$ cat config.mk
export PLATFORM = sky130hd
export DESIGN_NAME = wdt_reset_ctrl
export DESIGN_NICKNAME = d
export VERILOG_FILES = /design/src/rtl/wdt_ctrl_pkg.sv /design/src/rtl/wdt_reset_ctrl_req_sync.sv /design/src/rtl/wdt_reset_ctrl.sv
export SDC_FILE = /design/constraint.sdc
export NUM_CORES = 1
export LEC_CHECK = 0
export CORE_ASPECT_RATIO = 1.2
export CORE_MARGIN = 2
export CORE_UTILIZATION = 53
export DETAILED_ROUTE_END_ITERATION = 7
export PLACE_DENSITY = 0.88
export SLEW_MARGIN = 15
export SYNTH_ARGS = -nofsm -noshare
export SYNTH_HDL_FRONTEND = slang
export SYNTH_HIERARCHICAL = 1
export SYNTH_SLANG_ARGS = --single-unit
$ cat constraint.sdc
create_clock -name clk_wdt -period 2.1 [get_ports clk_wdt]
set_input_delay 0.525 -clock clk_wdt [delete_from_list [all_inputs] [get_ports clk_wdt]]
set_output_delay 0.525 -clock clk_wdt [all_outputs]
set_load 0.02 [all_outputs]
$ cat src/rtl/wdt_ctrl_pkg.sv
// Shared definitions for the watchdog reset controller.
// Contents: controller state encoding, DRT counter width and a helper that
// returns the terminal DRT count for a given hold length.
package wdt_ctrl_pkg;

  // Controller states. HOLD keeps the core in reset, RUN is normal
  // execution and SLEEP is the halted low-power state.
  typedef enum logic [1:0] {
    ST_HOLD  = 2'd0,
    ST_RUN   = 2'd1,
    ST_SLEEP = 2'd2
  } state_t;

  // Width of the device reset timer counter; covers hold lengths up to 255.
  localparam int DRT_W = 8;

  // Last count value of a HOLD period lasting 'cycles' clk_wdt cycles.
  function automatic logic [DRT_W-1:0] drt_last(input int cycles);
    return DRT_W'(cycles - 1);
  endfunction

endpackage

$ cat src/rtl/wdt_reset_ctrl_req_sync.sv
// Asynchronous request synchroniser with rising-edge detection.
// Ports: clk_wdt/rst (sync, active-high), i_async (async level in),
//        o_level (synchronised level), o_edge (1-cycle pulse on a 0->1 of o_level).
module req_sync
  import wdt_ctrl_pkg::*;
#(
  parameter int SYNC_STAGES = 2
) (
  input  logic clk_wdt,
  input  logic rst,
  input  logic i_async,
  output logic o_level,
  output logic o_edge
);

  // r_sync[0] is the first (metastability-exposed) stage; the MSB is the
  // stable synchronised level.
  logic [SYNC_STAGES-1:0] r_sync;
  logic                   r_level_d;

  always_ff @(posedge clk_wdt) begin
    if (rst) begin
      r_sync    <= '0;
      r_level_d <= 1'b0;
    end else begin
      r_sync    <= {r_sync[SYNC_STAGES-2:0], i_async};
      r_level_d <= r_sync[SYNC_STAGES-1];
    end
  end

  assign o_level = r_sync[SYNC_STAGES-1];
  assign o_edge  = r_sync[SYNC_STAGES-1] & ~r_level_d;

endmodule

$ cat src/rtl/wdt_reset_ctrl.sv
// Watchdog reset controller: device reset timer, SLEEP/wake sequencing and
// the STATUS TO/PD bits, all in the clk_wdt domain.
// Ports: clk_wdt, rst (sync, active-high); i_wdt_en, i_wdt_timeout (clk_wdt-aligned);
//        i_clrwdt_req, i_sleep_req, i_ext_wake (async, synchronised here);
//        o_clrwdt_ack, o_sleep_ack (4-phase acks), o_wdt_clr, o_cpu_rst,
//        o_sleeping, o_wake (1-cycle pulse), o_status_to, o_status_pd.
module wdt_reset_ctrl
  import wdt_ctrl_pkg::*;
#(
  parameter int DRT_CYCLES  = 18,  // core reset hold length, 2..255
  parameter int SYNC_STAGES = 2    // synchroniser depth, >= 2
) (
  input  logic clk_wdt,
  input  logic rst,
  input  logic i_wdt_en,
  input  logic i_wdt_timeout,
  input  logic i_clrwdt_req,
  input  logic i_sleep_req,
  input  logic i_ext_wake,
  output logic o_clrwdt_ack,
  output logic o_sleep_ack,
  output logic o_wdt_clr,
  output logic o_cpu_rst,
  output logic o_sleeping,
  output logic o_wake,
  output logic o_status_to,
  output logic o_status_pd
);

  localparam logic [DRT_W-1:0] DRT_LAST = drt_last(DRT_CYCLES);

  state_t           r_state;
  logic [DRT_W-1:0] r_drt_cnt;
  logic             r_wdt_prev;
  logic             r_wdt_clr;
  logic             r_status_to;
  logic             r_status_pd;
  logic             r_sleeping;
  logic             r_wake;
  logic             r_clrwdt_ack;
  logic             r_sleep_ack;

  logic w_clr_lvl;
  logic w_clr_edge;
  logic w_slp_lvl;
  logic w_slp_edge;
  logic w_ewk_lvl;
  logic w_ewk_edge_unused;  // wake is level-sensitive; the edge is not needed
  logic w_toe;

  req_sync #(.SYNC_STAGES(SYNC_STAGES)) u_sync_clrwdt (
    .clk_wdt (clk_wdt),
    .rst     (rst),
    .i_async (i_clrwdt_req),
    .o_level (w_clr_lvl),
    .o_edge  (w_clr_edge)
  );

  req_sync #(.SYNC_STAGES(SYNC_STAGES)) u_sync_sleep (
    .clk_wdt (clk_wdt),
    .rst     (rst),
    .i_async (i_sleep_req),
    .o_level (w_slp_lvl),
    .o_edge  (w_slp_edge)
  );

  req_sync #(.SYNC_STAGES(SYNC_STAGES)) u_sync_wake (
    .clk_wdt (clk_wdt),
    .rst     (rst),
    .i_async (i_ext_wake),
    .o_level (w_ewk_lvl),
    .o_edge  (w_ewk_edge_unused)
  );

  // Timeout is acted on only at its rising edge, and only when enabled.
  assign w_toe = i_wdt_timeout & ~r_wdt_prev & i_wdt_en;

  always_ff @(posedge clk_wdt) begin
    if (rst) begin
      r_state      <= ST_HOLD;
      r_drt_cnt    <= '0;
      r_wdt_prev   <= 1'b0;
      r_wdt_clr    <= 1'b1;
      r_status_to  <= 1'b1;
      r_status_pd  <= 1'b1;
      r_sleeping   <= 1'b0;
      r_wake       <= 1'b0;
      r_clrwdt_ack <= 1'b0;
      r_sleep_ack  <= 1'b0;
    end else begin
      r_wdt_prev <= i_wdt_timeout;
      r_wake     <= 1'b0;

      // Acks follow the handshake in every state, even while the request
      // itself is being ignored, so the requester never stalls.
      if (w_clr_edge) begin
        r_clrwdt_ack <= 1'b1;
      end else if (!w_clr_lvl) begin
        r_clrwdt_ack <= 1'b0;
      end
      if (w_slp_edge) begin
        r_sleep_ack <= 1'b1;
      end else if (!w_slp_lvl) begin
        r_sleep_ack <= 1'b0;
      end

      case (r_state)
        ST_HOLD: begin
          // wdt_clr stays high for the whole hold and drops together with
          // the move to RUN.
          if (r_drt_cnt == DRT_LAST) begin
            r_drt_cnt <= '0;
            r_state   <= ST_RUN;
            r_wdt_clr <= 1'b0;
          end else begin
            r_drt_cnt <= r_drt_cnt + DRT_W'(1);
            r_wdt_clr <= 1'b1;
          end
        end

        ST_RUN: begin
          if (w_toe) begin
            // Watchdog reset: PD keeps its value, same-cycle requests dropped.
            r_status_to <= 1'b0;
            r_wdt_clr   <= 1'b1;
            r_drt_cnt   <= '0;
            r_state     <= ST_HOLD;
          end else if (w_slp_edge) begin
            r_wdt_clr   <= 1'b1;
            r_status_to <= 1'b1;
            r_status_pd <= 1'b0;
            r_sleeping  <= 1'b1;
            r_state     <= ST_SLEEP;
          end else if (w_clr_edge) begin
            r_wdt_clr   <= 1'b1;
            r_status_to <= 1'b1;
            r_status_pd <= 1'b1;
          end else begin
            r_wdt_clr <= 1'b0;
          end
        end

        ST_SLEEP: begin
          r_wdt_clr <= 1'b0;
          // A timeout in SLEEP wakes the core instead of resetting it, and
          // takes precedence over an external wake in the same cycle.
          if (w_toe) begin
            r_wake      <= 1'b1;
            r_status_to <= 1'b0;
            r_sleeping  <= 1'b0;
            r_state     <= ST_RUN;
          end else if (w_ewk_lvl) begin
            r_wake     <= 1'b1;
            r_sleeping <= 1'b0;
            r_state    <= ST_RUN;
          end
        end

        default: begin
          // Unreachable encoding: recover through a full reset hold.
          r_state   <= ST_HOLD;
          r_drt_cnt <= '0;
          r_wdt_clr <= 1'b1;
        end
      endcase
    end
  end

  // Core reset decodes straight from the state so it follows HOLD exactly.
  assign o_cpu_rst    = (r_state == ST_HOLD);
  assign o_wdt_clr    = r_wdt_clr;
  assign o_status_to  = r_status_to;
  assign o_status_pd  = r_status_pd;
  assign o_sleeping   = r_sleeping;
  assign o_wake       = r_wake;
  assign o_clrwdt_ack = r_clrwdt_ack;
  assign o_sleep_ack  = r_sleep_ack;

endmodule

==> results.md, run 1 <==
* Status: completed
* Number of vias per cell at roughly 6
* Hold Path Stages at 1
* # IOs at 15
* Avg Cell Area, Syn at 9.203 um^2
* Crit Path Category: reg2out
* Clk Latency, worst-skew pair at approximately 0.31 ns
* Hold Path Class: reg2reg
* Dpl cell area at 1296 um^2
* Slew @ Worst Pin at approximately 0.42 ns
* H-Tree Depth at 1
* Sink Count at 26
* Initial antenna violation count at 0
* R2R cell count at 5
* Vias at around 960
* Max clock buf depth at 2
* Post-CTS Setup Repair Bufs at 0
* Core area at 2027 um^2
* Syn Inst Count at ~120
* Placed Instances at ~150
* R2R Setup Slk at ~0.25 ns
* Max Cap Violations at 0
* IO buf count at 14
* WL per Instance at 14.64 um
* Hold Path Sink: u_sync_clrwdt/r_sync[1]$_SDFF_PP0_
* Final hold violations at 0
* Pin count of the biggest net entering global routing at 28
* Sequential cell area at ~520 um^2
* Met3 usage at under 10%
* CP cell instances: nor2_1 > clkdlybuf4s50_1
* RSZ-0062 raised after global routing: false
* DRT Pass-1 Iters at 4
* GRT Resource Usage Total at 21.05%
* Clock Skews at approximately 0.0040 ns
* Final ANT Viol Nets at 0
* Setup crit end kind: output pin
* Leakage at between 0.0005 and 0.0006 uW
* Met1 Track Usage GR at about a quarter
* Die width at between 40 and 50 um
* Worst slew margin relative to its limit at 71.65%
* Die Y at 54.21 um
* Hold Crit Start: u_sync_clrwdt/r_sync[0]$_SDFF_PP0_
* DIE AREA at roughly 2500 um^2
* Initial Utilization at 54.94%
* Gr ovfl total at 0
* GR Util met2 at 37.50%
* DP HPWL at between 1.5 and 2 mm
* Final nets at approximately 150
* Worst r2r src: r_drt_cnt[0]$_SDFFE_PP0P_
* Worst path slowest cell: clkdlybuf4s50_1
* Placement Rows at 18
* F_max at 509.8 MHz
* Synth-to-Final Area Change at 21.12%
* Num CTS Buffers at 3
* Worst VDD drop at 530.7 uV
* Fin crit period at around 2 ns
* FILL cells at 177
* Final setup TNS at 0 ns
* Ant diodes at 0
* Vias in the first global route at 902
* CP max FO at 2
* Crit start category: flop
* FF-to-FF End: r_drt_cnt[7]$_SDFFE_PP0P_
* Final worst path period share at between 90% and 100%
* Gr busiest metal: met2
* Final Max Slew Viols at 0
* DRC at 0
* CTS root buffer: clkbuf_4
* Power Density at approximately 700 nW/um^2
* Finished Layout Cells at roughly 160
* Synthesized Nets at 130
* Fin area at 1349 um^2
* Initial drt markers at 16
* WP data arrival at 1.44 ns
* CP Data Required Time at about 1.6 ns
* CTS tree: built
* Multi-input logic area at approximately 560 um^2
* Synth Cell Area at about 1100 um^2
* Hold_buf cts at 0
* Total Power at 926.9 uW
* Largest stage delay, worst path at about 0.63 ns
* Final setup fails at 0
* Yosys warns at 6
* First-pass GRT wire length at 3.808 mm
* Clk slew on worst S/H paths at 0.15 ns
* Gpl congestion at 0.8574
* Share of cells above drive strength 1 at 11.68%
* Final wirelength at 2.298 mm
* Post-CTS Resized at 0
==> layout make-up <==
type	count	share of cell area, %
Timing Repair Buffer	18	13.54
Clock inverter	1	2.226
Sequential cell	26	38.59
Inverter	2	0.5566
Clock buffer	3	1.670
Multi-Input combinational cell	87	41.56
Tap cell	20	1.855
==> layout by cell type (no fill, tap or decap), drive strengths merged, types with 2 or more instances in the layout <==
master,n
ha,2
o21ai,4
clkbuf,3
buf,4
nand3,4
a31oi,3
inv,2
nor3b,2
nor3,3
nand2b,4
nand2,9
clkdlybuf4s50,14
nor2,12
nor2b,11
nand3b,2
dfxtp,26
or3,2
a311oi,2
a21oi,6
o21bai,2
==> per-layer routing <==
metal,up-vias,routed length (um)
li1,470,-
met3,4,106
met5,-,0
met1,451,954
met4,0,34
met2,30,1202
==> sequential cells by signal (all words and copies together), names as in the netlist, 2 cells and up <==
name / cells
r_drt_cnt: 8
u_sync_sleep/r_sync: 2
u_sync_wake/r_sync: 2
r_state: 2
u_sync_clrwdt/r_sync: 2
==> stage by stage <==
| step | utilization (%) | hold WS [ns] | worst slack (ns) |
|---|---|---|---|
| 6_report | 66.54 | 0.4617 | 0.1383 |
| 5_1_grt | 66.54 | 0.4671 | 0.04451 |
| 4_1_cts | 66.54 | 0.4610 | 0.1427 |
| 3_5_place_dp | 63.95 | 0.4305 | 0.1461 |
| 3_3_place_gp | 63.95 | 0.4176 | 0.2313 |
| 2_1_floorplan | - | 0.4138 | 0.4306 |
==> worst max path at each step <==
stage / startpoint / end / slack (ns) / cells after the start
global route: r_state[1]$_SDFFE_PP0P_ / o_cpu_rst / 0.04 / 2
global placement: i_wdt_timeout / r_drt_cnt[4]$_SDFFE_PP0P_ / 0.23 / 5
finish: r_state[1]$_SDFFE_PP0P_ / o_cpu_rst / 0.14 / 2
CTS: r_state[1]$_SDFFE_PP0P_ / o_cpu_rst / 0.14 / 2
floorplan: r_drt_cnt[0]$_SDFFE_PP0P_ / r_drt_cnt[7]$_SDFFE_PP0P_ / 0.43 / 5
detailed placement: i_wdt_timeout / r_drt_cnt[1]$_SDFFE_PP0P_ / 0.15 / 5
==> where the power goes <==
group | total [uW] | switching, uW | internal, uW | leakage, uW
clock | 342 | 149 | 193 | 0.0000279
combinational | 65.9 | 30.0 | 35.8 | 0.000268
sequential | 519 | 11.7 | 507 | 0.000212
total | 927 | 191 | 736 | 0.000508
==> worst max-delay path: cells and delay by family (launching register included) <==
kind                   cells  cell delay (ns)
and+or+nand+nor            1             0.15
buffers and inverters      1             0.63
DFF                        1             0.34
Note: power is estimated with default switching activity, not from simulation.
==> run 2, diff against run 1 <==
--- a/config.mk
+++ b/config.mk
@@ -9,7 +9,7 @@
 export CORE_MARGIN = 2
 export CORE_UTILIZATION = 53
 export DETAILED_ROUTE_END_ITERATION = 7
-export PLACE_DENSITY = 0.88
+export PLACE_DENSITY = 0.8
 export SLEW_MARGIN = 15
 export SYNTH_ARGS = -nofsm -noshare
 export SYNTH_HDL_FRONTEND = slang
==> run 2 against run 1 <==
Against the previous run:
- sequential cell count unchanged
- hold slack got worse by 0.0032 ns
- final cell count rose by 1.3%
- first-iteration DRC count decreased by 63%
- critical endpoint unchanged
==> results.md, run 2 (synthesized netlist as in run 1, its figures left out) <==
* Largest stage delay, worst path at ~0.63 ns
* DP HPWL at 1.558 mm
* Post-CTS Resized at 0
* DRC at 0
* F_max at 504.2 MHz
* First-pass GRT wire length at around 3.7 mm
* Final worst path period share at between 90% and 100%
* Post-CTS Setup Repair Bufs at 0
* Die width at about 46 um
* Setup crit end kind: output pin
* CTS tree: built
* Crit Path Category: reg2out
* CTS root buffer: clkbuf_4
* Final Max Slew Viols at 0
* Core area at 2027 um^2
* Final core occ at about two thirds
* Fin crit period at 1.983 ns
* Clock Skews at 0.004015 ns
* Final setup TNS at 0 ns
* Max clock buf depth at 2
* Sink Count at 26
* Vias in the first global route at between 800 and 900
* Clk Latency, worst-skew pair at 0.34 ns
* Final wirelength at 2.202 mm
* Die Y at approximately 54 um
* Share of cells above drive strength 1 at between 10 and 15%
* Hold_buf cts at 0
* Number of vias per cell at a little under 6
* CP delay by family, top: buffers and inverters
* Initial antenna violation count at 0
* Initial drt markers at 6
* Worst path slowest cell: clkdlybuf4s50_1
* Clock Power Share at around 37%
* CP max FO at 2
* Fin Hold WS at ~0.46 ns
* Slew @ Worst Pin at approximately 0.44 ns
* Power Density at 688.2 nW/um^2
* Ant diodes at 0
* RSZ-0062 raised after global routing: false
* DIE AREA at ~2500 um^2
* Sw Pwr at approximately 190 uW
* Crit start category: flop
* IO buf count at 14
* Hold Path Class: reg2reg
* FF-to-FF End: r_drt_cnt[7]$_SDFFE_PP0P_
* Placement Rows at 18
* Most common cell after layout, fill and taps aside: dfxtp_1
* Final nets at 149
* Final setup fails at 0
* Gpl congestion at roughly 0.8
* CP cell instances: nor2_1 > clkdlybuf4s50_1
* Total Power at between 900 and 1000 uW
* R2R cell count at 6
* Status: completed
* CP endpoint: o_cpu_rst
* Vias at a little over 900
* Most frequent cells in the layout: dfxtp_1 (26), clkdlybuf4s50_1 (14), nor2_1 (11)
* Sequential share of power at roughly 56%
* CP Depth at 2
* H-Tree Depth at 1
* # IOs at 15
* FILL cells at about 180
* Largest register FFs at 8
* Gr ovfl total at 0
* GRT Resource Usage Total at 21.09%
* Gate power share at roughly 7.1%
* Synth-to-Final Area Change at 21.35%
* CP Data Required Time at 1.57 ns
* WL per Instance at roughly 14 um
* Pint at roughly 740 uW
* Worst path bufs/invs at 1
* Initial Utilization at a little over half
* DRT Pass-1 Iters at 4
* Clk slew on worst S/H paths at 0.13 ns
* Most flops, register: r_drt_cnt
* Setup crit start: r_state[1]$_SDFFE_PP0P_
* Final ANT Viol Nets at 0
* Max Cap Violations at 0
* R2R Setup Slk at about 0.28 ns
* Leakage at about 0.00051 uW
* Worst slew margin relative to its limit at a little over two thirds
* WP data arrival at 1.46 ns
* Final hold violations at 0
* Worst VDD drop at about 580 uV
* Pin count of the biggest net entering global routing at 22
* Num CTS Buffers at 3
* Worst r2r src: r_drt_cnt[1]$_SDFFE_PP0P_
* Sw Ratio at around a fifth
==> run 2: routing by layer <==
layer  vias up  wire length, um  global-route usage, %
li1        474                -                      -
met1       431              941                  23.92
met2        17             1136                  36.57
met5         -                0                      0
met4         0               61                  12.38
met3         6               62                  3.300
==> run 2: cell type report <==
class                           count  area (um^2)  area share (%)
Multi-Input combinational cell     87        560.5           41.48
Sequential cell                    26        520.5           38.52
Timing Repair Buffer               20        185.2           13.70
Clock inverter                      1        30.03           2.222
Tap cell                           20        25.02           1.852
Clock buffer                        3        22.52           1.667
Inverter                            2        7.507          0.5556
==> run 2: worst min-delay path by stage <==
stage	startpoint	to	depth (start not counted)
2_1_floorplan	u_sync_clrwdt/r_sync[0]$_SDFF_PP0_	u_sync_clrwdt/r_sync[1]$_SDFF_PP0_	1
3_3_place_gp	u_sync_wake/r_sync[0]$_SDFF_PP0_	u_sync_wake/r_sync[1]$_SDFF_PP0_	1
3_5_place_dp	u_sync_sleep/r_sync[0]$_SDFF_PP0_	u_sync_sleep/r_sync[1]$_SDFF_PP0_	1
4_1_cts	u_sync_sleep/r_sync[0]$_SDFF_PP0_	u_sync_sleep/r_sync[1]$_SDFF_PP0_	1
5_1_grt	u_sync_sleep/r_sync[0]$_SDFF_PP0_	u_sync_sleep/r_sync[1]$_SDFF_PP0_	1
6_report	u_sync_sleep/r_sync[0]$_SDFF_PP0_	u_sync_sleep/r_sync[1]$_SDFF_PP0_	1
==> run 2: through the flow <==
stage | instance area (um^2) | setup WS [ns] | std cells
final | 1351 | 0.1167 | 159
after global routing | 1351 | 0.02087 | 159
after CTS | 1351 | 0.09083 | 159
after detailed placement | 1299 | 0.1985 | 155
after global placement | 1299 | 0.2001 | 155
after floorplan | 1114 | 0.4306 | 121
==> run 2: power by group through the flow <==
stage | registers (uW) | logic (uW) | clock network [uW]
after global routing | 520 | 73.1 | 373
after CTS | 517 | 67.0 | 354
final | 517 | 66.0 | 347
after floorplan | 527 | 37.4 | 0
after detailed placement | 528 | 66.6 | 0
after global placement | 527 | 63.6 | 0
